--- config.mk ---
export PLATFORM = sky130hd
export DESIGN_NAME = pipeline_exec_ctrl
export DESIGN_NICKNAME = d
export VERILOG_FILES = /design/src/rtl/pipeline_exec_ctrl.sv
export SDC_FILE = /design/constraint.sdc
export NUM_CORES = 1
export LEC_CHECK = 0
export ABC_AREA = 1
export BUFFER_PORTS_ARGS = -buffer_cell sky130_fd_sc_hd__buf_4
export CORE_MARGIN = 1
export CORE_UTILIZATION = 54
export CTS_CLUSTER_DIAMETER = 40
export DETAILED_ROUTE_END_ITERATION = 8
export PLACE_DENSITY = 0.85
export SETUP_SLACK_MARGIN = 0.4
export SLEW_MARGIN = 25
export SYNTH_ARGS = -nofsm -noshare
export SYNTH_HDL_FRONTEND = slang
export SYNTH_SLANG_ARGS = --single-unit
--- constraint.sdc ---
create_clock -name i_clk -period 3.2 [get_ports i_clk]
set_input_delay 0.32 -clock i_clk [delete_from_list [all_inputs] [get_ports i_clk]]
set_output_delay 0.32 -clock i_clk [all_outputs]
set_load 0.01 [all_outputs]
--- src/rtl/pipeline_exec_ctrl.sv ---
// Execution controller: program load, continuous/step run, drain and
// debug dump of PC, register file and data memory over valid/ready.
module pipeline_exec_ctrl #(
  parameter int INST_SZ      = 32,
  parameter int PC_SZ        = 32,
  parameter int DBG_ADDR_SZ  = 5,
  parameter int NUM_REGS     = 32,
  parameter int NUM_MEM      = 32,
  parameter int DRAIN_CYCLES = 4,
  parameter int CNT_SZ       = 32
) (
  input  logic                   i_clk,
  input  logic                   i_reset,
  input  logic                   i_load_start,
  input  logic                   i_load_valid,
  input  logic                   i_load_last,
  input  logic [INST_SZ-1:0]     i_load_word,
  output logic                   o_load_ready,
  input  logic                   i_mode,
  input  logic                   i_start,
  input  logic                   i_step,
  input  logic                   i_halt,
  input  logic [PC_SZ-1:0]       i_pc,
  input  logic [INST_SZ-1:0]     i_reg_data,
  input  logic [INST_SZ-1:0]     i_mem_data,
  output logic                   o_write,
  output logic                   o_enable,
  output logic [INST_SZ-1:0]     o_instruction,
  output logic [DBG_ADDR_SZ-1:0] o_debug_addr,
  output logic                   o_dump_valid,
  output logic [INST_SZ-1:0]     o_dump_data,
  output logic                   o_dump_last,
  input  logic                   i_dump_ready,
  output logic [2:0]             o_state,
  output logic [CNT_SZ-1:0]      o_cycle_count,
  output logic                   o_busy
);

  localparam int TOT    = NUM_REGS + NUM_MEM + 1;
  localparam int IDX_SZ = $clog2(TOT + 1);
  localparam int DRN_SZ = (DRAIN_CYCLES > 1) ? $clog2(DRAIN_CYCLES) : 1;

  typedef enum logic [2:0] {
    IDLE  = 3'd0,
    LOAD  = 3'd1,
    RUN   = 3'd2,
    STEP  = 3'd3,
    DRAIN = 3'd4,
    DUMP  = 3'd5,
    DONE  = 3'd6
  } state_t;

  state_t state, nxt;

  logic                   step_pend;
  logic                   step_halt;
  logic                   from_step;
  logic [DRN_SZ-1:0]      drain_cnt;
  logic [IDX_SZ-1:0]      idx;
  logic [IDX_SZ-1:0]      idx_n;
  logic                   wait_q;
  logic                   dump_valid;
  logic                   dump_last;
  logic [INST_SZ-1:0]     dump_data;
  logic [INST_SZ-1:0]     dump_sel;
  logic [DBG_ADDR_SZ-1:0] dbg_addr;
  logic [DBG_ADDR_SZ-1:0] addr_n;
  logic                   write_q;
  logic [INST_SZ-1:0]     instr_q;
  logic [CNT_SZ-1:0]      cyc;

  logic accept;
  logic dump_hs;
  logic dump_end;
  logic drain_end;
  logic en;
  logic run_entry;
  logic dump_entry;

  assign accept    = (state == LOAD) && i_load_valid;
  assign dump_hs   = dump_valid && i_dump_ready;
  assign dump_end  = dump_hs && dump_last;
  assign drain_end = (state == DRAIN) &&
                     (drain_cnt == DRN_SZ'(DRAIN_CYCLES - 1));

  assign en = (state == RUN) || (state == DRAIN) ||
              ((state == STEP) && step_pend);

  assign run_entry  = (state == IDLE) &&
                      ((nxt == RUN) || (nxt == STEP));
  assign dump_entry = (state != DUMP) && (nxt == DUMP);

  always_comb begin
    nxt = state;
    unique case (state)
      IDLE: begin
        if (i_load_start)
          nxt = LOAD;
        else if (i_start)
          nxt = i_mode ? STEP : RUN;
      end
      LOAD: begin
        if (accept && i_load_last)
          nxt = IDLE;
      end
      RUN: begin
        if (i_halt)
          nxt = DRAIN;
      end
      STEP: begin
        if (step_pend)
          nxt = DUMP;
      end
      DRAIN: begin
        if (drain_end)
          nxt = DUMP;
      end
      DUMP: begin
        if (dump_end) begin
          if (!from_step)
            nxt = DONE;
          else if (step_halt)
            nxt = DRAIN;
          else
            nxt = STEP;
        end
      end
      DONE: begin
        if (i_start || i_load_start)
          nxt = IDLE;
      end
      default: nxt = IDLE;
    endcase
  end

  always_ff @(posedge i_clk) begin
    if (i_reset)
      state <= IDLE;
    else
      state <= nxt;
  end

  // Index 0 is the PC, then the register file, then data memory.
  assign idx_n = idx + IDX_SZ'(1);

  always_comb begin
    addr_n = '0;
    if (idx_n <= IDX_SZ'(NUM_REGS))
      addr_n = DBG_ADDR_SZ'(idx_n - IDX_SZ'(1));
    else
      addr_n = DBG_ADDR_SZ'(idx_n - IDX_SZ'(NUM_REGS + 1));
  end

  always_comb begin
    dump_sel = i_mem_data;
    if (idx == '0)
      dump_sel = INST_SZ'(i_pc);
    else if (idx <= IDX_SZ'(NUM_REGS))
      dump_sel = i_reg_data;
  end

  always_ff @(posedge i_clk) begin
    if (i_reset) begin
      write_q <= 1'b0;
      instr_q <= '0;
    end else begin
      write_q <= accept;
      if (accept)
        instr_q <= i_load_word;
    end
  end

  always_ff @(posedge i_clk) begin
    if (i_reset)
      cyc <= '0;
    else if (run_entry)
      cyc <= '0;
    else if (en && (cyc != '1))
      cyc <= cyc + CNT_SZ'(1);
  end

  always_ff @(posedge i_clk) begin
    if (i_reset) begin
      step_pend <= 1'b0;
      step_halt <= 1'b0;
    end else if (state == IDLE) begin
      step_pend <= 1'b0;
      step_halt <= 1'b0;
    end else if (state == STEP) begin
      if (step_pend) begin
        step_pend <= 1'b0;
        step_halt <= i_halt;
      end else if (i_step) begin
        step_pend <= 1'b1;
      end
    end
  end

  always_ff @(posedge i_clk) begin
    if (i_reset)
      drain_cnt <= '0;
    else if (state == DRAIN)
      drain_cnt <= drain_cnt + DRN_SZ'(1);
    else
      drain_cnt <= '0;
  end

  // Each word: address out, one wait cycle for the read, then capture.
  always_ff @(posedge i_clk) begin
    if (i_reset) begin
      idx        <= '0;
      dbg_addr   <= '0;
      wait_q     <= 1'b0;
      dump_valid <= 1'b0;
      dump_last  <= 1'b0;
      dump_data  <= '0;
      from_step  <= 1'b0;
    end else if (dump_entry) begin
      idx        <= '0;
      dbg_addr   <= '0;
      wait_q     <= 1'b1;
      dump_valid <= 1'b0;
      dump_last  <= 1'b0;
      from_step  <= (state == STEP);
    end else if (state == DUMP) begin
      if (dump_hs) begin
        dump_valid <= 1'b0;
        dump_last  <= 1'b0;
        if (!dump_last) begin
          idx      <= idx_n;
          dbg_addr <= addr_n;
          wait_q   <= 1'b1;
        end
      end else if (wait_q) begin
        wait_q <= 1'b0;
      end else if (!dump_valid) begin
        dump_valid <= 1'b1;
        dump_data  <= dump_sel;
        dump_last  <= (idx == IDX_SZ'(TOT - 1));
      end
    end
  end

  assign o_load_ready  = (state == LOAD);
  assign o_write       = write_q;
  assign o_instruction = instr_q;
  assign o_enable      = en;
  assign o_debug_addr  = dbg_addr;
  assign o_dump_valid  = dump_valid;
  assign o_dump_data   = dump_data;
  assign o_dump_last   = dump_last;
  assign o_state       = state;
  assign o_cycle_count = cyc;
  assign o_busy        = (state == LOAD) || (state == RUN) ||
                         (state == DRAIN) || (state == DUMP);

endmodule

==> metrics, run 1 <==
status completed; clock power share 46.5%; residual DRC count 0; Worst R2R Setup Slack 930 ps; Crit Path Category reg2reg; CTS Buf Count 17; fin crit period 2270 ps; Sink Count 120; root buf cell clkbuf_16; Fillers 998; # hold bufs at CTS 0; Crit-path slowest cell dfxtp_1; Synth async-reset ratio 0%; Max Clk Rate 0.440 GHz; io pins 248; mux cell area share after synthesis 0%; Synth Area in XOR/XNOR 2.10%; sequential cell area fraction in the yosys report 36.0%; Starting Density 55.6%; worst hold path startpoint i_reset; CP max FO 30; post-synthesis register bit count 120; Reg power frac 38.7%; worst-margin pin slew 844 ps; pwr/cell area 455 mW/mm2; worst path required time 3470 ps; Synth Area in Adders 0.750%; pre-CTS setup slack 946 ps; final setup fails 0; synth warn 0; Synth Area in Simple Gates 39.6%; HP Class in2reg; Sw Share 25.8%; # H-tree levels 4; Pint 3.09 mW; largest net degree at the start of global routing 68; Combinational Power Share 14.8%; vias after detailed routing 7,339; Endpoint, Worst Hold wait_q$_SDFFE_PP0P_; CTS Buffer Depth 2; initial drt markers 568; sw power 1.08 mW; crit path DAT 2540 ps; Die X 113 um; setup repair bufs after CTS 0; prevailing post-synth register cell dfxtp_1; worst reg-to-reg path cell count 10; TritonCTS clock tree built; commonest cells after routing, fill and taps aside 296 x nand2_1, 257 x buf_4, 162 x nor2_1; VDD IR max 0.330 mV; core area 0.0120 mm2; post-synthesis instance area 0.00667 mm2; Ant. Diodes 0; post-route ant nets 0; reg2reg end o_cycle_count[18]$_SDFFE_PP0P_; Max Slew Vio Count 0; gr ovfl total 0; number of port buffers 247; RSZ-0062 raised after global routing no; # rows 40; ratio of final minimum period to clock period 71.0%; Syn Nets 1,181; routability cong. 0.933; Routed Wire Length 18.9 mm; most used cell, CP nand2_4; Bufs and invs on worst path 2; Final Util 76.2%; Hold Crit Depth 2; vias in the first global route 6,644; Max transition margin 43.6%; Static Leak 4.40 nW; setup ws final 927 ps; Post-synth EDFFs 0; clk_lat worst skew 420 ps; post-CTS sizing 0; CP Capture Type register; Syn-to-layout area delta 37.1%; first-pass GRT wire length 30.7 mm; family with the most delay on the worst path simple AND/OR/NAND/NOR gates; setup TNS 0 ps; initial antenna violation count 0; Final HPWL DP 13.6 mm; Final Hold Viols 0; die area 0.0128 mm2; skew final 6.03 ps; Synth Instances 1,039; ratio of cells with drive above 1 in the final layout 24.9%; Final #Nets 1,412; DRT Pass-1 Iters 5; Crit path largest cell delay 420 ps; Synth Area in Compound Gates 11.0%; CP Cell Sequence ha_1 > inv_2 > nor2_4 > nand2_4 > nor2_8 > nand2_4 > nand2_4 > inv_2 > nand2_1 > a21oi_2; WL per Instance 13.2 um; Syn Area/Cell 6.42 um2; synth unique cells 34; vias per cell 5.13; reg2reg start o_cycle_count[0]$_SDFFE_PP0P_; largest family of logic cells by synthesized area simple AND/OR/NAND/NOR gates; commonest non-fill, non-tap cell in the layout nand2_1; CTS clk-pin slew, worst paths 60 ps; DIE HEIGHT 113 um; Tot GR Track Use 30.1%; startpoint type of the worst setup path register; Max-Cap Viols 0
-- logic make-up after synthesis --
family / count (synthesis)
AND/OR/NAND/NOR: 610
buffers and inverters: 169
adder cells (fa/ha/maj): 4
XOR/XNOR: 16
AO/OA/AOI/OAI: 120
flip-flops: 120
-- worst reg2reg max path, delay by kind of cell (launching register included) --
family	cells	cell delay, ps
simple gates	6	930
flops	1	420
buf+inv	2	390
fa+ha+maj	1	320
compound gates	1	60
-- state kept, by name, summed over array words and instances (netlist names) --
signal and count:
wait_q 1, idx 7, o_instruction 32, o_dump_data 32
step_halt 1, o_dump_last 1, from_step 1, o_cycle_count 32
o_state 3, step_pend 1, drain_cnt 2, o_write 1
o_dump_valid 1, o_debug_addr 5
-- metrics by stage --
step | std cells | power [mW] | hold WS (ps) | area [um2]
after global placement | 1398 | 2.25 | 420 | 8550
after global routing | 1430 | 4.33 | 135 | 9150
final | 1430 | 4.17 | 137 | 9150
after floorplan | 1039 | 1.97 | 408 | 6670
after CTS | 1430 | 4.20 | 121 | 9150
after detailed placement | 1398 | 2.26 | 428 | 8550
-- Yosys cell counts, types with 3 or more instances --
master	instances	area, um2
dfxtp_1	120	2400
nor2_4	3	33.8
buf_4	8	60.1
nand2_1	296	1110
inv_2	8	30.0
ha_1	4	50.1
clkbuf_1	19	71.3
a21oi_2	10	87.6
a21oi_1	27	135
buf_2	14	70.1
nand3_1	93	465
inv_1	115	432
xnor2_1	4	35.0
nand2_4	4	45.0
o21ai_0	45	225
nor3_1	6	30.0
nand4_1	8	50.1
nor2_1	162	608
xor2_1	12	105
o21a_1	33	248
nand3b_1	32	240
-- final cells by class --
cell class | count | area, um2 | share of cell area [%]
multi-input combinational | 750 | 3570 | 39.0
timing repair buffer | 257 | 1930 | 21.1
sequential | 120 | 2400 | 26.3
tap | 147 | 184 | 2.01
clock inverter | 14 | 174 | 1.90
clock buffer | 18 | 429 | 4.69
inverter | 124 | 465 | 5.09
-- per-layer routing --
layer / GRT usage [%] / vias up / wire (um)
met5: 0 / - / 0
met2: 49.7 / 304 / 9030
met1: 35.4 / 3266 / 7700
li1: - / 3726 / -
met4: 16.3 / 0 / 668
met3: 8.46 / 43 / 1470
-- power groups by stage --
stage	combinational (mW)	sequential [mW]	clock [mW]
finish	0.615	1.61	1.94
global route	0.678	1.62	2.03
CTS	0.619	1.61	1.97
detailed placement	0.615	1.65	0
global placement	0.605	1.64	0
floorplan	0.295	1.67	0
-- how the worst max path moves through the flow --
stage,startpoint,to,slack [ps],cells past startpoint
2_1_floorplan,o_cycle_count[0]$_SDFFE_PP0P_,o_cycle_count[28]$_SDFFE_PP0P_,1440,11
3_3_place_gp,o_cycle_count[0]$_SDFFE_PP0P_,o_cycle_count[28]$_SDFFE_PP0P_,1040,10
3_5_place_dp,o_cycle_count[0]$_SDFFE_PP0P_,o_cycle_count[18]$_SDFFE_PP0P_,950,10
4_1_cts,o_cycle_count[0]$_SDFFE_PP0P_,o_cycle_count[18]$_SDFFE_PP0P_,940,10
5_1_grt,o_cycle_count[0]$_SDFFE_PP0P_,o_cycle_count[18]$_SDFFE_PP0P_,760,10
6_report,o_cycle_count[0]$_SDFFE_PP0P_,o_cycle_count[18]$_SDFFE_PP0P_,930,10
Power figures use the tool's default switching activity.
==> run 2, diff against run 1 <==
--- a/config.mk
+++ b/config.mk
@@ -8,10 +8,10 @@
 export ABC_AREA = 1
 export BUFFER_PORTS_ARGS = -buffer_cell sky130_fd_sc_hd__buf_4
 export CORE_MARGIN = 1
-export CORE_UTILIZATION = 54
+export CORE_UTILIZATION = 50
 export CTS_CLUSTER_DIAMETER = 40
 export DETAILED_ROUTE_END_ITERATION = 8
-export PLACE_DENSITY = 0.85
+export PLACE_DENSITY = 0.8
 export SETUP_SLACK_MARGIN = 0.4
 export SLEW_MARGIN = 25
 export SYNTH_ARGS = -nofsm -noshare
==> constraint.sdc (replaced) <==
create_clock -name i_clk -period 2.31 [get_ports i_clk]
set_input_delay 0.231 -clock i_clk [delete_from_list [all_inputs] [get_ports i_clk]]
set_output_delay 0.231 -clock i_clk [all_outputs]
set_load 0.01 [all_outputs]
==> run 2 against run 1 <==
First-iteration DRC count shrank 9.3%. Sequential power up 39%. Critical path depth is 2 lower. Critical path type unchanged. Critical endpoint is now o_cycle_count[26]$_SDFFE_PP0P_. Highest routed layer unchanged.
==> metrics, run 2 (same netlist as run 1, synthesis figures left out) <==
status completed; DRT Pass-1 Iters 7 (+2); Final Hold Viols 0 (unchanged); DIE HEIGHT 118 um (+3.9%); Sink Count 120 (unchanged); Hold Crit Depth 2 (unchanged); pre-CTS setup slack 424 ps (-522 ps); worst hold path startpoint i_reset; number of port buffers 247 (unchanged); Max transition margin 68.7% (+25 points); CTS Buf Count 17 (unchanged); Levels on crit path 8 (-2); routability cong. 0.914 (-2.0%); RSZ-0062 raised after global routing no; Static Leak 4.48 nW (+1.9%); residual DRC count 0 (unchanged); reg2reg start o_cycle_count[7]$_SDFFE_PP0P_; # rows 41 (+2.5%); Final HPWL DP 14.4 mm (+5.6%); Crit path largest cell delay 440 ps (+20 ps); ratio of cells with drive above 1 in the final layout 25.9% (+1.0 points); die area 0.0138 mm2 (+7.9%); TritonCTS clock tree built; CP max FO 5 (-83%); Syn-to-layout area delta 39.9%; ratio of final minimum period to clock period 79.5% (+8.4 points); commonest non-fill, non-tap cell in the layout nand2_1; post-route ant nets 0 (unchanged); Routed Wire Length 19.2 mm (+1.5%); Die X 118 um (+3.9%); setup TNS 0 ps (unchanged); CP Capture Type register; vias after detailed routing 7,320 (-0.26%); worst reg-to-reg path cell count 8 (-2); most used cell, CP nand2_1; root buf cell clkbuf_16; Max-Cap Viols 0 (unchanged); CTS clk-pin slew, worst paths 60 ps (about the same); Critical Path Source o_cycle_count[7]$_SDFFE_PP0P_; commonest cells after routing, fill and taps aside 295 x nand2_1, 261 x buf_4, 160 x nor2_1; Hold Slack 50.2 ps (-86.8 ps); gr ovfl total 0 (unchanged); vias in the first global route 6,535 (-1.6%); WL per Instance 13.1 um (-0.77%); first-pass GRT wire length 30.8 mm (+0.36%); final setup fails 0 (unchanged); Starting Density 52.0% (-3.5 points); Crit Path Category reg2reg; Ant. Diodes 0 (unchanged); clk_lat worst skew 420 ps (about the same); setup ws final 474 ps (-453 ps); VDD IR max 0.573 mV (+74%); worst-margin pin slew 469 ps (-375 ps); Max Slew Vio Count 0 (unchanged); CTS Buffer Depth 2 (unchanged); worst path required time 2670 ps (-800 ps); io pins 248 (unchanged); core area 0.0128 mm2 (+6.8%); Final #Nets 1,420 (+0.57%); Tot GR Track Use 27.5% (-2.6 points); # H-tree levels 4 (unchanged); skew final 8.46 ps (+2.42 ps); family with the most delay on the worst path simple AND/OR/NAND/NOR gates; fin crit period 1840 ps (-437 ps); initial drt markers 515 (-9.3%); startpoint type of the worst setup path register; vias per cell 5.00 (-2.5%); CP Cell Sequence nand2_1 > nor2_1 > nand2_1 > nor2_1 > nand3_1 > nand2_1 > nand2_1 > a21oi_2; crit path DAT 2190 ps (-350 ps); pwr/cell area 636 mW/mm2 (+40%); largest net degree at the start of global routing 66 (-2.9%); Max Clk Rate 0.545 GHz (+24%); initial antenna violation count 0 (unchanged); HP Class in2reg; Crit-path slowest cell dfxtp_1; Bufs and invs on worst path 0 (-2)
run 2: per-layer routing:
metal	track usage [%]	wire length (um)
met5	0	0
met4	12.7	589
met3	6.73	1290
met2	46.1	9260
met1	33.2	8020
run 2: timing repair:
item                       CTS  global route
hold endpoints to repair     0             0
setup endpoints to repair    0            77
setup buffers                0             0
hold buffers                 0             0
gates resized for setup      0            15
run 2: final timing paths:
path                            slack, ps                             end
worst max register to register        470  o_cycle_count[26]$_SDFFE_PP0P_
worst min register to register        430         drain_cnt[0]$_SDFF_PP0_
worst max-delay path                  470  o_cycle_count[26]$_SDFFE_PP0P_
worst min-delay path                   50           o_state[2]$_SDFF_PP0_
run 2: where the power goes:
part	total (mW)	leakage (nW)	switching, mW	internal (mW)
logic	0.878	3.20	0.446	0.432
clock network	2.82	0.308	0.957	1.86
registers	2.24	0.973	0.0665	2.17
total	5.94	4.48	1.47	4.47
run 2: worst register-to-register path, stage by stage (launching register included):
cell and delay (ps):
dfxtp_1 440, nand2_1 140, nor2_1 300, nand2_1 130, nor2_1 370, nand3_1 140
nand2_1 90, nand2_1 60, a21oi_2 120
run 2: cell type report:
type | count | area [um2]
clock buffers | 21 | 460
clock inverters | 11 | 169
fillers | 1122 | 3490
inverters | 124 | 468
multi-input cells | 750 | 3590
flip-flops and latches | 120 | 2410
well taps | 172 | 215
repair buffers | 265 | 2030
run 2: through the flow:
| stage | util [%] | power [mW] | cells | cell area, um2 |
|---|---|---|---|---|
| 2_1_floorplan | - | 2.73 | 1039 | 6670 |
| 3_3_place_gp | 67.6 | 3.14 | 1431 | 8660 |
| 3_5_place_dp | 67.6 | 3.15 | 1431 | 8660 |
| 4_1_cts | 72.5 | 5.97 | 1463 | 9290 |
| 5_1_grt | 72.8 | 6.17 | 1463 | 9340 |
| 6_report | 72.8 | 5.94 | 1463 | 9340 |
